`src/rtl/vertex_rs_sched_if.sv`:
```
// RS/PE-side signal bundle for the Vertex reservation-station slice sequencer.
// master = the sequencer, slave = the RS / PE array environment.
interface vertex_rs_sched_if #(
   parameter int MAX_FV_NUM = 16
);
   localparam int IDX_W = $clog2(MAX_FV_NUM);

   logic             rs_fire;
   logic [IDX_W:0]   cfg_fv_num;
   logic             pe_ready;
   logic             vertex_buf_idle;
   logic [IDX_W-1:0] start_idx;
   logic             slice_valid;
   logic             last_slice;
   logic             complete;

   modport master (
      input  rs_fire, cfg_fv_num, pe_ready, vertex_buf_idle,
      output start_idx, slice_valid, last_slice, complete
   );

   modport slave (
      output rs_fire, cfg_fv_num, pe_ready, vertex_buf_idle,
      input  start_idx, slice_valid, last_slice, complete
   );
endinterface

```
`src/rtl/vertex_rs_sched.sv`:
```
// Steps the RS read window across a feature vector in 2-element slices and hands them to the PEs.
// Optional macro VERTEX_SCHED_PERF_EN adds saturating stall/drain cycle counters.
//
//   state    | meaning
//   ---------+-------------------------------------------------------
//   ST_IDLE  | waiting for rs_fire
//   ST_LOAD  | one cycle for the RS registered-output latency
//   ST_ISSUE | slice_valid high, advance start_idx on each handshake
//   ST_DRAIN | final slice taken, wait for vertex buffer idle
//   ST_DONE  | one-cycle complete pulse, batch counted
module vertex_rs_sched #(
   parameter int MAX_FV_NUM  = 16,
   parameter int SLICE_W     = 2,
   parameter int BATCH_CNT_W = 8
) (
   input  logic                   i_clk,
   input  logic                   i_reset,
   input  logic                   i_soft_clear,
   vertex_rs_sched_if.master      if_rs,
   output logic                   o_busy,
   output logic [BATCH_CNT_W-1:0] o_batch_cnt
`ifdef VERTEX_SCHED_PERF_EN
   ,
   output logic [15:0]            o_stall_cnt,
   output logic [15:0]            o_drain_cnt
`endif
);
   localparam int IDX_W = $clog2(MAX_FV_NUM);
   localparam int LEN_W = IDX_W + 1;

   typedef enum logic [2:0] {ST_IDLE, ST_LOAD, ST_ISSUE, ST_DRAIN, ST_DONE} state_t;

   state_t                 r_state, w_state_nxt;
   logic [LEN_W-1:0]       r_len, w_len_nxt, w_len_cfg;
   logic [IDX_W-1:0]       r_start_idx, w_start_nxt;
   logic [BATCH_CNT_W-1:0] r_batch_cnt, w_batch_nxt;
   logic                   r_slice_valid, r_busy, r_complete;
   logic                   w_last_hit;

   // Zero or oversize lengths mean a full vector; odd lengths pad to a whole slice.
   always_comb begin
      w_len_cfg = if_rs.cfg_fv_num;
      if ((if_rs.cfg_fv_num == '0) || (if_rs.cfg_fv_num > LEN_W'(MAX_FV_NUM)))
         w_len_cfg = LEN_W'(MAX_FV_NUM);
      else if (if_rs.cfg_fv_num[0])
         w_len_cfg = if_rs.cfg_fv_num + LEN_W'(1);
   end

   assign w_last_hit = ({1'b0, r_start_idx} == (r_len - LEN_W'(SLICE_W)));

   always_comb begin
      w_state_nxt = r_state;
      w_len_nxt   = r_len;
      w_start_nxt = r_start_idx;
      w_batch_nxt = r_batch_cnt;
      case (r_state)
         ST_IDLE: begin
            if (if_rs.rs_fire) begin
               w_len_nxt   = w_len_cfg;
               w_start_nxt = '0;
               w_state_nxt = ST_LOAD;
            end
         end
         ST_LOAD:  w_state_nxt = ST_ISSUE;
         ST_ISSUE: begin
            if (if_rs.pe_ready) begin
               if (w_last_hit) w_state_nxt = ST_DRAIN;
               else            w_start_nxt = r_start_idx + IDX_W'(SLICE_W);
            end
         end
         ST_DRAIN: begin
            if (if_rs.vertex_buf_idle) begin
               w_state_nxt = ST_DONE;
               w_start_nxt = '0;
               w_batch_nxt = r_batch_cnt + BATCH_CNT_W'(1);
            end
         end
         ST_DONE:  w_state_nxt = ST_IDLE;
         default:  w_state_nxt = ST_IDLE;
      endcase
      // Abort wins over everything, including a coincident rs_fire.
      if (i_soft_clear) begin
         w_state_nxt = ST_IDLE;
         w_start_nxt = '0;
         w_len_nxt   = r_len;
         w_batch_nxt = r_batch_cnt;
      end
   end

   always_ff @(posedge i_clk or negedge i_reset) begin
      if (!i_reset) begin
         r_state       <= ST_IDLE;
         r_len         <= '0;
         r_start_idx   <= '0;
         r_batch_cnt   <= '0;
         r_slice_valid <= 1'b0;
         r_busy        <= 1'b0;
         r_complete    <= 1'b0;
      end else begin
         r_state       <= w_state_nxt;
         r_len         <= w_len_nxt;
         r_start_idx   <= w_start_nxt;
         r_batch_cnt   <= w_batch_nxt;
         r_slice_valid <= (w_state_nxt == ST_ISSUE);
         r_busy        <= (w_state_nxt != ST_IDLE);
         r_complete    <= (w_state_nxt == ST_DONE);
      end
   end

   assign if_rs.start_idx   = r_start_idx;
   assign if_rs.slice_valid = r_slice_valid;
   assign if_rs.last_slice  = r_slice_valid & w_last_hit;
   assign if_rs.complete    = r_complete;
   assign o_busy            = r_busy;
   assign o_batch_cnt       = r_batch_cnt;

`ifdef VERTEX_SCHED_PERF_EN
   logic [15:0] r_stall_cnt, r_drain_cnt;

   always_ff @(posedge i_clk or negedge i_reset) begin
      if (!i_reset) begin
         r_stall_cnt <= '0;
         r_drain_cnt <= '0;
      end else if (i_soft_clear) begin
         r_stall_cnt <= '0;
         r_drain_cnt <= '0;
      end else begin
         if ((r_state == ST_ISSUE) && !if_rs.pe_ready && (r_stall_cnt != 16'hFFFF))
            r_stall_cnt <= r_stall_cnt + 16'd1;
         if ((r_state == ST_DRAIN) && (r_drain_cnt != 16'hFFFF))
            r_drain_cnt <= r_drain_cnt + 16'd1;
      end
   end

   assign o_stall_cnt = r_stall_cnt;
   assign o_drain_cnt = r_drain_cnt;
`endif
endmodule

```
`src/flat_wrapper.sv`:
```
// flat-port wrapper written by rule: the top's interface ports become plain ports
module vertex_rs_sched_flat 
#(
   parameter int MAX_FV_NUM  = 16,
   parameter int SLICE_W     = 2,
   parameter int BATCH_CNT_W = 8
)
  (i_clk, i_reset, i_soft_clear, o_busy, o_batch_cnt, if_rs_rs_fire, if_rs_cfg_fv_num, if_rs_pe_ready, if_rs_vertex_buf_idle, if_rs_start_idx, if_rs_slice_valid, if_rs_last_slice, if_rs_complete);
  vertex_rs_sched_if #(.MAX_FV_NUM(MAX_FV_NUM)) if_rs_i ();
  input  logic i_clk;
  input  logic i_reset;
  input  logic i_soft_clear;
  output logic o_busy;
  output logic [BATCH_CNT_W-1:0] o_batch_cnt;
  input wire logic [$bits(if_rs_i.rs_fire)-1:0] if_rs_rs_fire;
  input wire logic [$bits(if_rs_i.cfg_fv_num)-1:0] if_rs_cfg_fv_num;
  input wire logic [$bits(if_rs_i.pe_ready)-1:0] if_rs_pe_ready;
  input wire logic [$bits(if_rs_i.vertex_buf_idle)-1:0] if_rs_vertex_buf_idle;
  output wire logic [$bits(if_rs_i.start_idx)-1:0] if_rs_start_idx;
  output wire logic [$bits(if_rs_i.slice_valid)-1:0] if_rs_slice_valid;
  output wire logic [$bits(if_rs_i.last_slice)-1:0] if_rs_last_slice;
  output wire logic [$bits(if_rs_i.complete)-1:0] if_rs_complete;
  assign if_rs_i.rs_fire = if_rs_rs_fire;
  assign if_rs_i.cfg_fv_num = if_rs_cfg_fv_num;
  assign if_rs_i.pe_ready = if_rs_pe_ready;
  assign if_rs_i.vertex_buf_idle = if_rs_vertex_buf_idle;
  assign if_rs_start_idx = if_rs_i.start_idx;
  assign if_rs_slice_valid = if_rs_i.slice_valid;
  assign if_rs_last_slice = if_rs_i.last_slice;
  assign if_rs_complete = if_rs_i.complete;
  vertex_rs_sched #(.MAX_FV_NUM(MAX_FV_NUM), .SLICE_W(SLICE_W), .BATCH_CNT_W(BATCH_CNT_W)) u_core (.i_clk(i_clk), .i_reset(i_reset), .i_soft_clear(i_soft_clear), .if_rs(if_rs_i), .o_busy(o_busy), .o_batch_cnt(o_batch_cnt));
endmodule
```
`config.mk`:
```
export PLATFORM = sky130hd
export DESIGN_NAME = vertex_rs_sched_flat
export DESIGN_NICKNAME = d
export VERILOG_FILES = /design/src/rtl/vertex_rs_sched_if.sv /design/src/rtl/vertex_rs_sched.sv /design/src/flat_wrapper.sv
export SDC_FILE = /design/constraint.sdc
export NUM_CORES = 1
export LEC_CHECK = 0
export ABC_AREA = 1
export CORE_ASPECT_RATIO = 0.7
export CORE_MARGIN = 1
export CORE_UTILIZATION = 45
export CTS_CLUSTER_SIZE = 28
export DETAILED_ROUTE_END_ITERATION = 8
export GPL_TIMING_DRIVEN = 1
export PLACE_DENSITY = 0.72
export SLEW_MARGIN = 10
export SYNTH_ARGS = -nofsm -noshare
export SYNTH_HDL_FRONTEND = slang
export SYNTH_SLANG_ARGS = --single-unit
```
`constraint.sdc`:
```
create_clock -name i_clk -period 1.7 [get_ports i_clk]
set_input_delay 0.17 -clock i_clk [delete_from_list [all_inputs] [get_ports i_clk]]
set_output_delay 0.17 -clock i_clk [all_outputs]
set_load 0.02 [all_outputs]
```
Yosys cells after proc, flatten, opt, wreduce, memory -nomap -nowiden. Index checks and enable logic that the tools add are counted.

Add/subtract/negate cells: 4. Order comparisons: 1. Eq/ne operators: 10. Muxes and demuxes: 14. Bitwise gates (word level): 2. Reductions and logical operators: 8.

Operators by type and width (number): $mux W4 (5); $mux W3 (5); $ne A3 B3 Y1 const B (4); $pmux W3 S4 (1); $pmux W4 S3 (1); $mux W5 (2); $eq A3 B2 Y1 const B (3); $add A8 B1 Y8 const B (1); $reduce_and A3 Y1 (2); $add A5 B1 Y5 const B (1); $eq A4 B5 Y1 (1); $gt A5 B5 Y1 const B (1); $logic_not A5 Y1 (1); $reduce_and A5 Y1 (1); $sub A5 B2 Y5 const B (1); $add A4 B2 Y4 const B (1); $reduce_bool A4 Y1 (1); $eq A3 B1 Y1 const B (1); $eq A3 B3 Y1 const B (1); $logic_not A3 Y1 (1); $reduce_bool A3 Y1 (1); $and A1 B1 Y1 (1); $logic_or A1 B1 Y1 (1); $not A1 Y1 (1).

Bits in registers: 23. Output and inout bits: 16. Word-level logic and storage cells: 46.

Depth between registers and ports, before layout.
Depth after elaboration: 7. Mapped depth: 12.

Worst setup path after synthesis. OpenSTA, ideal clock, no wires.

Path kind: reg2out. Start: register u_core.r_len[1]. End: output port if_rs_last_slice. Arrival time: 1.389 ns. Slack: 0.141 ns. Stages on the path, launching flop included: 8. Path through: dfrtp_1 -> inv_1 -> ha_1 -> xor2_1 -> nand2_1 -> nor2_1 -> nand2_1 -> nor2_1.

Word-level cells in the longest chain between the ends: 3.

RTL lines: start: declaration (line vertex_rs_sched.sv:34) `logic [LEN_W-1:0] r_len, w_len_nxt, w_len_cfg;`; start signal: assignment (line vertex_rs_sched.sv:101) `r_len <= w_len_nxt;`; $sub A5 B2 Y5 (line vertex_rs_sched.sv:49) `assign w_last_hit = ({1'b0, r_start_idx} == (r_len - LEN_W'(SLICE_W)));`; $eq A4 B5 Y1 (line vertex_rs_sched.sv:49); $and A1 B1 Y1 (line vertex_rs_sched.sv:112) `assign if_rs.last_slice = r_slice_valid & w_last_hit;`; end: declaration (line flat_wrapper.sv:21) `output wire logic [$bits(if_rs_i.last_slice)-1:0] if_rs_last_slice;`.

Every way passes these cells.

Worst setup path in the final report. Ends and elaborated chain as after synthesis.

==> metrics.log <==
INFO  metric layout_min_cycle_time = 1.794 ns
INFO  metric period_share = 1.055
INFO  metric design.final.nets = 202
INFO  metric critPathRequiredTime = 1.53 ns
INFO  metric synth-warning-count = 0
INFO  metric cts.reportedPaths.clkPinSlew = 0.07 ns
INFO  metric die_h = 45.79 µm
INFO  metric clock-skew-final = 0.001631 ns
INFO  metric synth_enable_flop_cells = 0
INFO  metric clock_tree.htree_level_count = 1
INFO  metric initial_utilization = 0.4864
INFO  metric detail_route.wirelength = 2.574 mm
INFO  metric final_setup_viols = 1
INFO  metric clkSinkCount = 21
INFO  metric detailed_route_iter0_violations = 65
INFO  metric setup_slack = -0.09408 ns
INFO  metric achievable-frequency = 0.5574 GHz
INFO  metric synth_nets = 161
INFO  metric post-place-cells = 213
INFO  metric async_reset_ff_frac = 1.000
INFO  metric ios = 27
INFO  metric setup_repair_after_global_routing_missed_its_margin = true
INFO  metric drt-vias-per-instance = 4.776
INFO  metric finalHoldViolCount = 0
INFO  metric synth_cell_type_count = 28
INFO  metric crit_path_cell_trace = inv_2 > ha_4 > xor2_1 > nand2_1 > nor2_2 > nand2_1 > nor2_1 > buf_4
INFO  metric final_core_util = 0.6612
INFO  metric critPathMaxStageDelay = 0.37 ns
INFO  metric num_antenna_cells = 0
INFO  metric grt_pass1_vias = 1029
INFO  metric core.rowCount = 15
INFO  metric floorplan.die_area = 2955 µm²
INFO  metric port_buffers = 25
INFO  metric cts_buffers = 3
INFO  metric leakagePower = 0.0008595 µW
INFO  metric crit_fanout = 2
INFO  metric clock_tree.buffer_depth = 2
INFO  metric gp_congestion = 0.7630
INFO  metric post-dp-hpwl = 1.998 mm
INFO  metric holdCritPathClass = primary input to async pin
INFO  metric chipWidth = 64.55 µm
INFO  metric area_growth_syn_to_layout = 35.94%
INFO  metric critPathArrivalTime = 1.62 ns
INFO  metric synth_top_cell_by_area = sky130_fd_sc_hd__dfrtp_1
INFO  metric pre_cts_ws = -0.2798 ns
INFO  metric drtPass1Iterations = 4
INFO  metric drv_cap = 0
INFO  metric stdcell_area = 1675 µm²
INFO  metric number_of_antenna_violations_at_the_first_check_in_global_routing = 0
INFO  metric layout_cell_share_with_drive_strength_beyond_1 = 0.2054
INFO  metric p_per_area = 792.1 nW/µm²
INFO  metric critical_path.most_common_cell = sky130_fd_sc_hd__nand2_1
INFO  metric endpoint_kind = output port
INFO  metric violations = setup timing
INFO  metric synthesis.area = 1232 µm²
INFO  metric grt-ovfl-total = 0
INFO  metric run_status = finished, violations left
INFO  metric core_box_area = 2534 µm²
INFO  metric post_dp_cell_area = 1593 µm²
INFO  metric synth-seq-area-share = 0.4264
INFO  metric final_max_slew_viol_count = 0
INFO  metric worst-setup-path-type = flip-flop to output port
INFO  metric synth_largest_type_area_fraction = 0.4264
INFO  metric cts_tree = yes
INFO  metric worst_ir_drop_vdd = 0.4704 mV
INFO  metric start_kind = flip-flop
INFO  metric clock_insertion_delay_worst_skew = 0.26 ns
INFO  metric routed_wire_per_std_cell = 11.75 µm
INFO  metric grt_start_max_net_pins = 22
INFO  metric postSynthAreaPerCell = 8.500 µm²
INFO  metric postSynth.topFlopCell = sky130_fd_sc_hd__dfrtp_1
INFO  metric critical-path-slowest-cell = sky130_fd_sc_hd__dfrtp_1
INFO  metric synthesis.instances = 145
INFO  metric clk_root_buffer_cell = sky130_fd_sc_hd__clkbuf_8
INFO  metric grt_use_total = 0.1958
INFO  metric postSynthRegisterBits = 21
INFO  metric grt_pass1_wl = 4.298 mm
INFO  metric via_count = 1046
INFO  metric drcViolationCount = 0
INFO  metric final_antenna_net_count = 0
INFO  metric post_synth_main_area_contributors = sky130_fd_sc_hd__dfrtp_1 (43%), sky130_fd_sc_hd__nand2_1 (8.5%), sky130_fd_sc_hd__xor2_1 (8.5%)
INFO  metric final_cells = 219
INFO  metric hold_buffers = 0
## critical path, delay by kind of cell, from the launching register on
| family | cells | cell delay [ns] |
|---|---|---|
| xor+xnor | 1 | 0.13 |
| fa+ha+maj | 1 | 0.26 |
| buf+inv | 2 | 0.20 |
| flops | 1 | 0.37 |
| simple gates | 4 | 0.39 |
## power by group
| part | total (µW) | switching (µW) | internal [µW] |
|---|---|---|---|
| clock | 322 | 155 | 167 |
| sequential | 588 | 41.5 | 546 |
| combinational | 417 | 221 | 196 |
## cell usage after synthesis (2+ instances only)
library cell	instances
sky130_fd_sc_hd__a21oi_1	2
sky130_fd_sc_hd__dfrtp_1	21
sky130_fd_sc_hd__ha_1	5
sky130_fd_sc_hd__inv_1	23
sky130_fd_sc_hd__inv_2	3
sky130_fd_sc_hd__nand2_1	28
sky130_fd_sc_hd__nand2_2	2
sky130_fd_sc_hd__nand3_1	12
sky130_fd_sc_hd__nand4_1	2
sky130_fd_sc_hd__nor2_1	12
sky130_fd_sc_hd__nor2_4	3
sky130_fd_sc_hd__nor3_2	2
sky130_fd_sc_hd__o21ai_0	3
sky130_fd_sc_hd__o22ai_1	2
sky130_fd_sc_hd__xor2_1	12
## kinds of logic (layout without fill, tap and decap cells)
family	count (synthesis)	count (layout)	synth area share
AO/OA/AOI/OAI	12	12	0.06599
XOR/XNOR	12	12	0.08528
adder cells (fa/ha/maj)	5	5	0.05076
buffers and inverters	27	67	0.08528
flip-flops	21	21	0.4264
other	1	1	0.003043
AND/OR/NAND/NOR	67	67	0.2832
## sequential cells by signal, indices dropped and copies added (netlist names)
signal,flops
u_core.if_rs.complete,1
u_core.if_rs.slice_valid,1
u_core.if_rs.start_idx,3
u_core.o_batch_cnt,8
u_core.o_busy,1
u_core.r_len,4
u_core.r_state,3
## layout make-up
type | instances | area (µm²)
flip-flops and latches | 21 | 525.5
repair buffers | 37 | 337.8
multi-input cells | 97 | 626.9
clock buffers | 4 | 45.04
inverters | 26 | 97.59
well taps | 34 | 42.54
fillers | 218 | 858.3
## placed cells by master, fill, tap and decap left out
| cell | Yosys | routed |
|---|---|---|
| sky130_fd_sc_hd__buf_4 | 1 | 13 |
| sky130_fd_sc_hd__nand2_1 | 28 | 26 |
| sky130_fd_sc_hd__a31oi_1 | 1 | 1 |
| sky130_fd_sc_hd__o22ai_1 | 2 | 2 |
| sky130_fd_sc_hd__and2_1 | 1 | 1 |
| sky130_fd_sc_hd__a21oi_1 | 2 | 2 |
| sky130_fd_sc_hd__o21ai_0 | 3 | 3 |
| sky130_fd_sc_hd__nand3_1 | 12 | 12 |
| sky130_fd_sc_hd__clkbuf_8 | 0 | 3 |
| sky130_fd_sc_hd__inv_2 | 3 | 5 |
| sky130_fd_sc_hd__ha_4 | 0 | 1 |
| sky130_fd_sc_hd__nand2_4 | 1 | 2 |
| sky130_fd_sc_hd__clkdlybuf4s50_1 | 0 | 24 |
| sky130_fd_sc_hd__dfrtp_1 | 21 | 21 |
| sky130_fd_sc_hd__nand4_4 | 1 | 1 |
| sky130_fd_sc_hd__xor2_1 | 12 | 12 |
| sky130_fd_sc_hd__nor3_1 | 1 | 1 |
| sky130_fd_sc_hd__nor2_4 | 3 | 3 |
| sky130_fd_sc_hd__nor2_1 | 12 | 11 |
| sky130_fd_sc_hd__conb_1 | 1 | 1 |
| sky130_fd_sc_hd__nand4_1 | 2 | 2 |
| sky130_fd_sc_hd__ha_1 | 5 | 4 |
| sky130_fd_sc_hd__nand2_2 | 2 | 3 |
| sky130_fd_sc_hd__a21oi_2 | 1 | 1 |
| sky130_fd_sc_hd__inv_1 | 23 | 21 |
| sky130_fd_sc_hd__nor3_2 | 2 | 2 |
| sky130_fd_sc_hd__nand3_2 | 1 | 1 |
| sky130_fd_sc_hd__nor2_2 | 0 | 1 |
| sky130_fd_sc_hd__a211oi_1 | 1 | 1 |
| sky130_fd_sc_hd__o311ai_0 | 1 | 1 |
| sky130_fd_sc_hd__or2_2 | 1 | 1 |
| sky130_fd_sc_hd__clkbuf_1 | 0 | 1 |
| sky130_fd_sc_hd__a31oi_2 | 1 | 1 |
## stage by stage
step,setup TNS (ns),power [µW],hold slack (ns)
2_1_floorplan,0,809.2,-0.1256
3_3_place_gp,-0.2261,960.6,0.4545
3_5_place_dp,-0.2798,977.7,0.4637
4_1_cts,-0.08598,1304,0.2545
5_1_grt,-0.3433,1421,0.2712
6_report,-0.09408,1327,0.2433
## timing repair
item,4_1_cts,5_1_grt
buffers inserted,0,2
resized for setup,7,5
setup endpoints to repair,2,4
pin swaps,0,5
## final timing paths
| path | from | end | cells after the start | slack (ns) |
|---|---|---|---|---|
| min in group i_clk | u_core.o_batch_cnt[7]$_DFFE_PN0P_ | u_core.o_batch_cnt[7]$_DFFE_PN0P_ | 1 | 0.48 |
| worst max-delay path | u_core.r_len[1]$_DFFE_PN0P_ | if_rs_last_slice | 8 | -0.09 |
| max in group asynchronous | i_reset | u_core.o_batch_cnt[2]$_DFFE_PN0P_ | 2 | 1.24 |
| worst min register to register | u_core.o_batch_cnt[7]$_DFFE_PN0P_ | u_core.o_batch_cnt[7]$_DFFE_PN0P_ | 1 | 0.48 |
| worst max register to register | u_core.r_len[1]$_DFFE_PN0P_ | u_core.if_rs.start_idx[1]$_DFFE_PN0P_ | 11 | 0.07 |
| worst min-delay path | i_reset | u_core.o_batch_cnt[6]$_DFFE_PN0P_ | 2 | 0.24 |
## layer usage
layer | global-route usage | wire (µm) | share of wire | vias to the layer above
met5 | 0 | 0 | 0 | -
li1 | - | - | - | 537
met3 | 0.05250 | 120 | 0.047 | 0
met4 | 0.04444 | 0 | 0 | 0
met1 | 0.2637 | 1270 | 0.49 | 480
met2 | 0.3200 | 1182 | 0.46 | 29
Power figures use the tool's default switching activity.
